===== src/rtl/sel_arb.sv =====
`default_nettype none
// ============================================================================
//  Module      : sel_arb
//  Description : Round-robin arbiter over N valid/ready requesters. It routes
//                the winner's W-bit slice of the packed data bus into a
//                single-entry registered output stage with valid/ready.
//                Optional packet lock: define SEL_ARB_PKT_LOCK_EN to keep the
//                grant on one requester until it presents a beat with last=1.
//  Revision    : 1.0 - initial release
// ============================================================================
module sel_arb #(
  parameter int N     = 4,
  parameter int W     = 32,
  parameter int IDX_W = (N > 1) ? $clog2(N) : 1
) (
  input  logic               clk,
  input  logic               rst,
  input  logic [N-1:0]       i_req_vld,
  input  logic [N*W-1:0]     i_req_dat,
  input  logic [N-1:0]       i_req_last,
  output logic [N-1:0]       o_req_rdy,
  output logic               o_out_vld,
  output logic [W-1:0]       o_out_dat,
  output logic [IDX_W-1:0]   o_out_idx,
  input  logic               i_out_rdy
);

  localparam logic [IDX_W-1:0] c_last_idx = IDX_W'(N - 1);

  logic               r_out_vld;
  logic [W-1:0]       r_out_dat;
  logic [IDX_W-1:0]   r_out_idx;
  logic [IDX_W-1:0]   r_ptr;

  logic               w_load;
  logic [N-1:0]       w_elig;
  logic               w_found;
  logic [IDX_W-1:0]   w_win;
  logic [W-1:0]       w_win_dat;
  logic [IDX_W-1:0]   w_ptr_inc;
  logic [IDX_W-1:0]   w_ptr_nxt;
  logic [W-1:0]       w_beat [N];

  // Output stage can take a new beat when empty or when its beat retires now
  assign w_load = !r_out_vld || i_out_rdy;

  // Slice the packed bus into one beat per requester
  for (genvar k = 0; k < N; k++) begin : g_beat
    assign w_beat[k] = i_req_dat[k*W +: W];
  end

`ifdef SEL_ARB_PKT_LOCK_EN
  logic               r_lock;
  logic [IDX_W-1:0]   r_lock_idx;

  // While a packet is in flight only its owner may be considered
  always_comb begin
    w_elig = i_req_vld;
    if (r_lock) begin
      w_elig             = '0;
      w_elig[r_lock_idx] = i_req_vld[r_lock_idx];
    end
  end

  // Pointer only moves once the packet has finished
  assign w_ptr_nxt = i_req_last[w_win] ? w_ptr_inc : r_ptr;

  // Lock is taken on a non-last beat and released on the last beat
  always_ff @(posedge clk) begin
    if (rst) begin
      r_lock     <= 1'b0;
      r_lock_idx <= '0;
    end else if (w_load && w_found) begin
      if (i_req_last[w_win]) begin
        r_lock <= 1'b0;
      end else begin
        r_lock     <= 1'b1;
        r_lock_idx <= w_win;
      end
    end
  end
`else
  // End-of-packet flags have no effect without packet lock
  logic w_unused_last;
  assign w_unused_last = ^i_req_last;

  assign w_elig    = i_req_vld;
  assign w_ptr_nxt = w_ptr_inc;
`endif

  // Scan from the pointer upward, wrapping modulo N, for the first eligible
  always_comb begin
    int               j;
    logic [IDX_W-1:0] jj;
    w_found   = 1'b0;
    w_win     = '0;
    w_win_dat = '0;
    for (int i = 0; i < N; i++) begin
      j = int'(r_ptr) + i;
      if (j >= N) begin
        j = j - N;
      end
      jj = j[IDX_W-1:0];
      if (!w_found && w_elig[jj]) begin
        w_found   = 1'b1;
        w_win     = jj;
        w_win_dat = w_beat[jj];
      end
    end
  end

  // Next round-robin start point is the slot just after the winner
  assign w_ptr_inc = (w_win == c_last_idx) ? '0 : w_win + 1'b1;

  // Ready goes only to the winner, and never while reset is asserted
  for (genvar k = 0; k < N; k++) begin : g_rdy
    assign o_req_rdy[k] = !rst && w_load && w_found && (w_win == IDX_W'(k));
  end

  // Output register and round-robin pointer
  always_ff @(posedge clk) begin
    if (rst) begin
      r_out_vld <= 1'b0;
      r_out_dat <= '0;
      r_out_idx <= '0;
      r_ptr     <= '0;
    end else if (w_load) begin
      if (w_found) begin
        r_out_vld <= 1'b1;
        r_out_dat <= w_win_dat;
        r_out_idx <= w_win;
        r_ptr     <= w_ptr_nxt;
      end else begin
        r_out_vld <= 1'b0;
      end
    end
  end

  assign o_out_vld = r_out_vld;
  assign o_out_dat = r_out_dat;
  assign o_out_idx = r_out_idx;

endmodule
`default_nettype wire


===== config.mk =====
export PLATFORM = sky130hd
export DESIGN_NAME = sel_arb
export DESIGN_NICKNAME = d
export VERILOG_FILES = /design/src/rtl/sel_arb.sv
export SDC_FILE = /design/constraint.sdc
export NUM_CORES = 1
export LEC_CHECK = 0
export ABC_AREA = 1
export BUFFER_PORTS_ARGS = -buffer_cell sky130_fd_sc_hd__buf_4
export CAP_MARGIN = 20
export CORE_MARGIN = 2
export CORE_UTILIZATION = 57
export DETAILED_ROUTE_END_ITERATION = 16
export MAX_ROUTING_LAYER = met4
export PLACE_DENSITY = 0.88
export SYNTH_ARGS = -nofsm -noshare
export SYNTH_HDL_FRONTEND = slang
export SYNTH_SLANG_ARGS = --single-unit

===== constraint.sdc =====
create_clock -name clk -period 5.95 [get_ports clk]
set_clock_uncertainty 0.1 [all_clocks]
set_input_delay 0.595 -clock clk [delete_from_list [all_inputs] [get_ports clk]]
set_output_delay 0.595 -clock clk [all_outputs]
set_load 0.02 [all_outputs]

After elaboration in Yosys (flattened, before gate mapping)

Cells that the tools add are included.

Add/sub/neg operators: 8
Mux-type cells: 38
Eq/ne operators: 3
Reduce and logical (&&, ||, !) cells: 17
Bitwise gates (word level): 4
Magnitude comparators: 12

Operators with widths:

| kind                | count |
|---|---|
| $mux 32             | 12 |
| $bmux 32 s2         | 4 |
| $ge 3x3->1 const B  | 7 |
| $mux 2              | 9 |
| $lt 2x3->1 const B  | 4 |
| $not 2->3           | 4 |
| $logic_and 1x1->1   | 9 |
| $mux 1              | 9 |
| $bmux 1 s2          | 4 |
| $sub 2x1->2 const B | 4 |
| $add 2x2->3 const B | 2 |
| $logic_not 1->1     | 5 |
| $eq 2x2->1 const B  | 2 |
| $add 2x1->3 const B | 1 |
| $ge 2x3->1 const B  | 1 |
| $add 2x1->2 const B | 1 |
| $eq 2x1->1 const B  | 1 |
| $logic_not 2->1     | 1 |
| $reduce_and 2->1    | 1 |
| $logic_or 1x1->1    | 1 |

Word-level logic and storage cells: 86
Input bits: 139
Flip-flop bits (word level): 37
Output and inout port bits: 39

Depth between registers and ports, before layout

Depth after elaboration: 16
Mapped depth: 14
Depth with buffers taken out: 13

Least setup slack after synthesis

No wires, ideal clock.

Path kind: input to output
Start: input port i_req_vld[1]
End: output port o_req_rdy[0]
Required time: 5.255 ns
Stages: 10
Path slack: 3.302 ns
Arrival: 1.953 ns
Path buffers: 1
Path through: inv_1 nand2_1 nand3_1 nand2_2 nor2_4 nand3_2 buf_6 nand3_1 nand2_1 nor3b_1

Word-level cells in the longest chain between the ends: 14
Elaborated cells between the ends (all ways): 25
Those cells by class: mux: 16; reduce/logical: 9

Ends and longest elaborated chain:

| item                                                        | RTL line | text |
|---|---|---|
| start: declaration                                          | 18       | `input logic [N-1:0] i_req_vld,` |
| $bmux 1 s2                                                  | 104      | `if (!w_found && w_elig[jj]) begin` |
| $mux 1 (not written as such)                                | 104      |  |
| $mux 1                                                      | 104      |  |
| $logic_not 1->1                                             | 104      |  |
| $logic_and 1x1->1                                           | 104      |  |
| $mux 1                                                      | 104      |  |
| $logic_not 1->1                                             | 104      |  |
| $logic_and 1x1->1                                           | 104      |  |
| $mux 1                                                      | 104      |  |
| $logic_not 1->1                                             | 104      |  |
| $logic_and 1x1->1                                           | 104      |  |
| $mux 2 / $mux 1 (equally long branches)                     | 104      |  |
| $logic_not 2->1 / $logic_and 1x1->1 (equally long branches) | 117      | `assign o_req_rdy[k] = !rst && w_load && w_found && (w_win == IDX_W'(k));` |
| $logic_and 1x1->1 *                                         | 117      |  |
| end: declaration                                            | 21       | `output logic [N-1:0] o_req_rdy,` |

Mark *: on every way between the ends. The rest lies on a longest branch, timed or not. The select of a mux whose other input is x is not followed.

Worst setup path after layout

Start: register r_ptr[0]
End: output port o_req_rdy[2]

Word-level cells in the longest chain between the ends: 16
Elaborated cells between the ends (all ways): 40
Those cells by class: add/sub: 7; order compare: 4; eq/ne: 1; mux: 20; reduce/logical: 8

Ends and longest elaborated chain:

| item                                                 | RTL line | text |
|---|---|---|
| start: declaration                                   | 33       | `logic [IDX_W-1:0] r_ptr;` |
| start signal: assignment                             | 132      | `r_ptr <= w_ptr_nxt;` |
| branches (longest 15 deep; another with $add 2x1->3) | --       |  |
| $logic_and 1x1->1 *                                  | 117      |  |

Every way passes the cells marked *. The select of a mux whose other input is x is not followed.

==> results.sh <==
export IMPL_status="completed"
export IMPL_cts_buffer_depth=2
export IMPL_utilization_pct=70.5
export IMPL_cts_clk_slew_worst_paths_ps=80
export IMPL_cpPeakStageDelay_ps=730
export IMPL_grt_first_pass_wirelength_um=28300
export IMPL_rows=36
export IMPL_max_cap_violations=0
export IMPL_drtIter0Drc=622
export IMPL_synth_distinct_cells=25
export IMPL_worst_setup_path_start_kind="flop"
export IMPL_relSlewSlack_pct=41.3
export IMPL_min_period_over_period_pct=84.5
export IMPL_boundaryPins=178
export IMPL_grt_pass1_vias=6387
export IMPL_power_leakage_nw=3.78
export IMPL_final_antenna_net_count=0
export IMPL_synth_yosys_seq_area_share_pct=13.2
export IMPL_placed_cells=1408
export IMPL_clk_latency_ps=290
export IMPL_layout_cells_non_filler=1416
export IMPL_cts_resized=0
export IMPL_nNetsFinal=1422
export IMPL_cts_sinks=37
export IMPL_total_power_mw=3.24
export IMPL_setup_viol=0
export IMPL_antenna_found_initial=0
export IMPL_cts_root_buf="clkbuf_8"
export IMPL_coreArea_sq_um=9680
export IMPL_place_congestion=0.888
export IMPL_clock_fmax_mhz=199
export IMPL_wl_um=17600
export IMPL_die_height_um=103
export IMPL_io_buffers=173
export IMPL_synth_nets=1321
export IMPL_via_per_inst=5.31
export IMPL_timing_setup_tns_ps=0
export IMPL_required_ps=5260
export IMPL_crit_path_top_delay_cell="nor2_4"
export IMPL_drc=0
export IMPL_htreeDepth=2
export IMPL_die_x_um=103
export IMPL_diodes=0
export IMPL_synthesis_area_sq_um=5610
export IMPL_cp_max_fo=76
export IMPL_critPathKind="reg -> out"
export IMPL_arrival_ps=4330
export IMPL_worstMarginPinSlew_ps=879
export IMPL_finalCriticalPeriod_ps=5030
export IMPL_p_per_area_nw_per_um2=474
export IMPL_grt_max_degree=108
export IMPL_cts_hold_buf=0
export IMPL_synth_seq_cells=37
export IMPL_drv_slew=0
export IMPL_syn_instance_count=1181
export IMPL_drive_gt1_share_pct=15.9
export IMPL_wl_per_cell_um=12.4
export IMPL_crit_top_cell="nand2_1"
export IMPL_die_area_sq_um=10700
export IMPL_rsz0062_at_grt="no"
export IMPL_grt_usage_pct=33.4
export IMPL_placed_area_sq_um=6710
export IMPL_peakVddDrop_mv=0.329
export IMPL_ys_warn_count=0
export IMPL_hold_path_class="reg -> reg"
export IMPL_start_util_pct=58.0
export IMPL_avgSynthCellArea_sq_um=4.75
export IMPL_cp_cell_sequence="inv_2, nand2_1, nand3_1, nand2_2, nor2_4, nand2_1, inv_1, nand2_1, nand3_1, ha_1, inv_1, nor2_1, buf_4"
export IMPL_vias=7520
export IMPL_final_area_sq_um=6830
export IMPL_numCtsBuffers=5
export IMPL_area_growth_synth_to_final_pct=21.6
export IMPL_hold_viol_final=0
export IMPL_grt_overflow=0
export IMPL_cts_tree="yes"
export IMPL_dp_hpwl_um=11700
export IMPL_critical_path_endpoint_type="output port"
export IMPL_postCtsSetupBuffers=0
export IMPL_dr_pass1_iters=7
final cells by class:
class | count | area, sq um
Multi-Input combinational cell | 975 | 4140
Fill cell | 916 | 2860
Timing Repair Buffer | 180 | 1350
Sequential cell | 37 | 746
Inverter | 83 | 312
Tap cell | 133 | 166
Clock buffer | 7 | 86.3
Clock inverter | 1 | 30.0
per-stage QoR:
stage,worst slack [ps],hold slack (ps)
after global routing,515,377
after floorplan,3300,426
after detailed placement,1270,342
after global placement,1360,341
after CTS,956,358
final,920,355
sequential cells by signal, summed over array words and instances, names as in the netlist:
register and count:
o_out_vld 1, o_out_idx 2, o_out_dat 32, r_ptr 2
layer usage:
layer	track usage (%)	share of wire [%]
met5	-	0
met4	10.7	2.3
met2	54.8	45
met1	42.6	42
met3	4.44	10
power by group:
part	total [mW]	internal [mW]	switching, mW
Combinational	2.50	0.859	1.64
Sequential	0.498	0.362	0.136
Clock	0.234	0.137	0.0969
Total	3.24	1.36	1.88
layout by cell type (no fill, tap or decap):
cell and instances:
a21oi_1 21, nand3_1 65, o21ai_1 15, nor2_1 136, nand3b_1 12, clkbuf_1 1, dfxtp_1 35, o21ai_2 1
nand3_2 3, ha_1 1, inv_2 3, nand4_1 1, nor3b_1 1, clkbuf_8 6, a31oi_1 20, nor3_2 1
nor2_4 1, nand2_1 543, o21ai_0 147, o22ai_1 1, inv_1 80, nand2_2 6, dfxtp_4 1, dfxtp_2 1
bufinv_16 1, buf_4 180
cells in the mapped netlist, drive strengths merged:
master,n,area [sq um]
nor3b,1,7.51
nand2,549,2070
ha,1,12.5
nand3,68,355
dfxtp,37,741
nand3b,12,90.1
nor3,1,10.0
o22ai,1,6.26
nor2,137,522
nand4,1,6.26
inv,83,312
clkbuf,32,120
a31oi,20,125
a21oi,21,105
o21ai,163,820
buf,54,308
final timing paths:
| path | slack [ps] | from | cells after the start | to |
|---|---|---|---|---|
| setup / recovery | 920 | r_ptr[0] | 13 | o_req_rdy[2] |
| hold / removal | 350 | o_out_dat[28] | 2 | o_out_dat[28] |
| setup reg to reg | 1610 | r_ptr[0] | 11 | o_out_dat[1] |
| hold reg to reg | 350 | o_out_dat[28] | 2 | o_out_dat[28] |
critical path: cells and delay by family, from the launching register on:
family        cells  cell delay, ps
fa+ha+maj         1             180
flops             1             550
buf+inv           4            1260
simple gates      8            2030
kinds of logic (layout without fill, tap and decap cells):
logic type	after synthesis	in the layout	share of synthesized area (%)
simple gates	769	769	54.6
compound gates	205	205	18.8
buf+inv	169	271	13.2
flops	37	37	13.2
fa+ha+maj	1	1	0.223
Note: power is estimated with default switching activity, not from simulation.
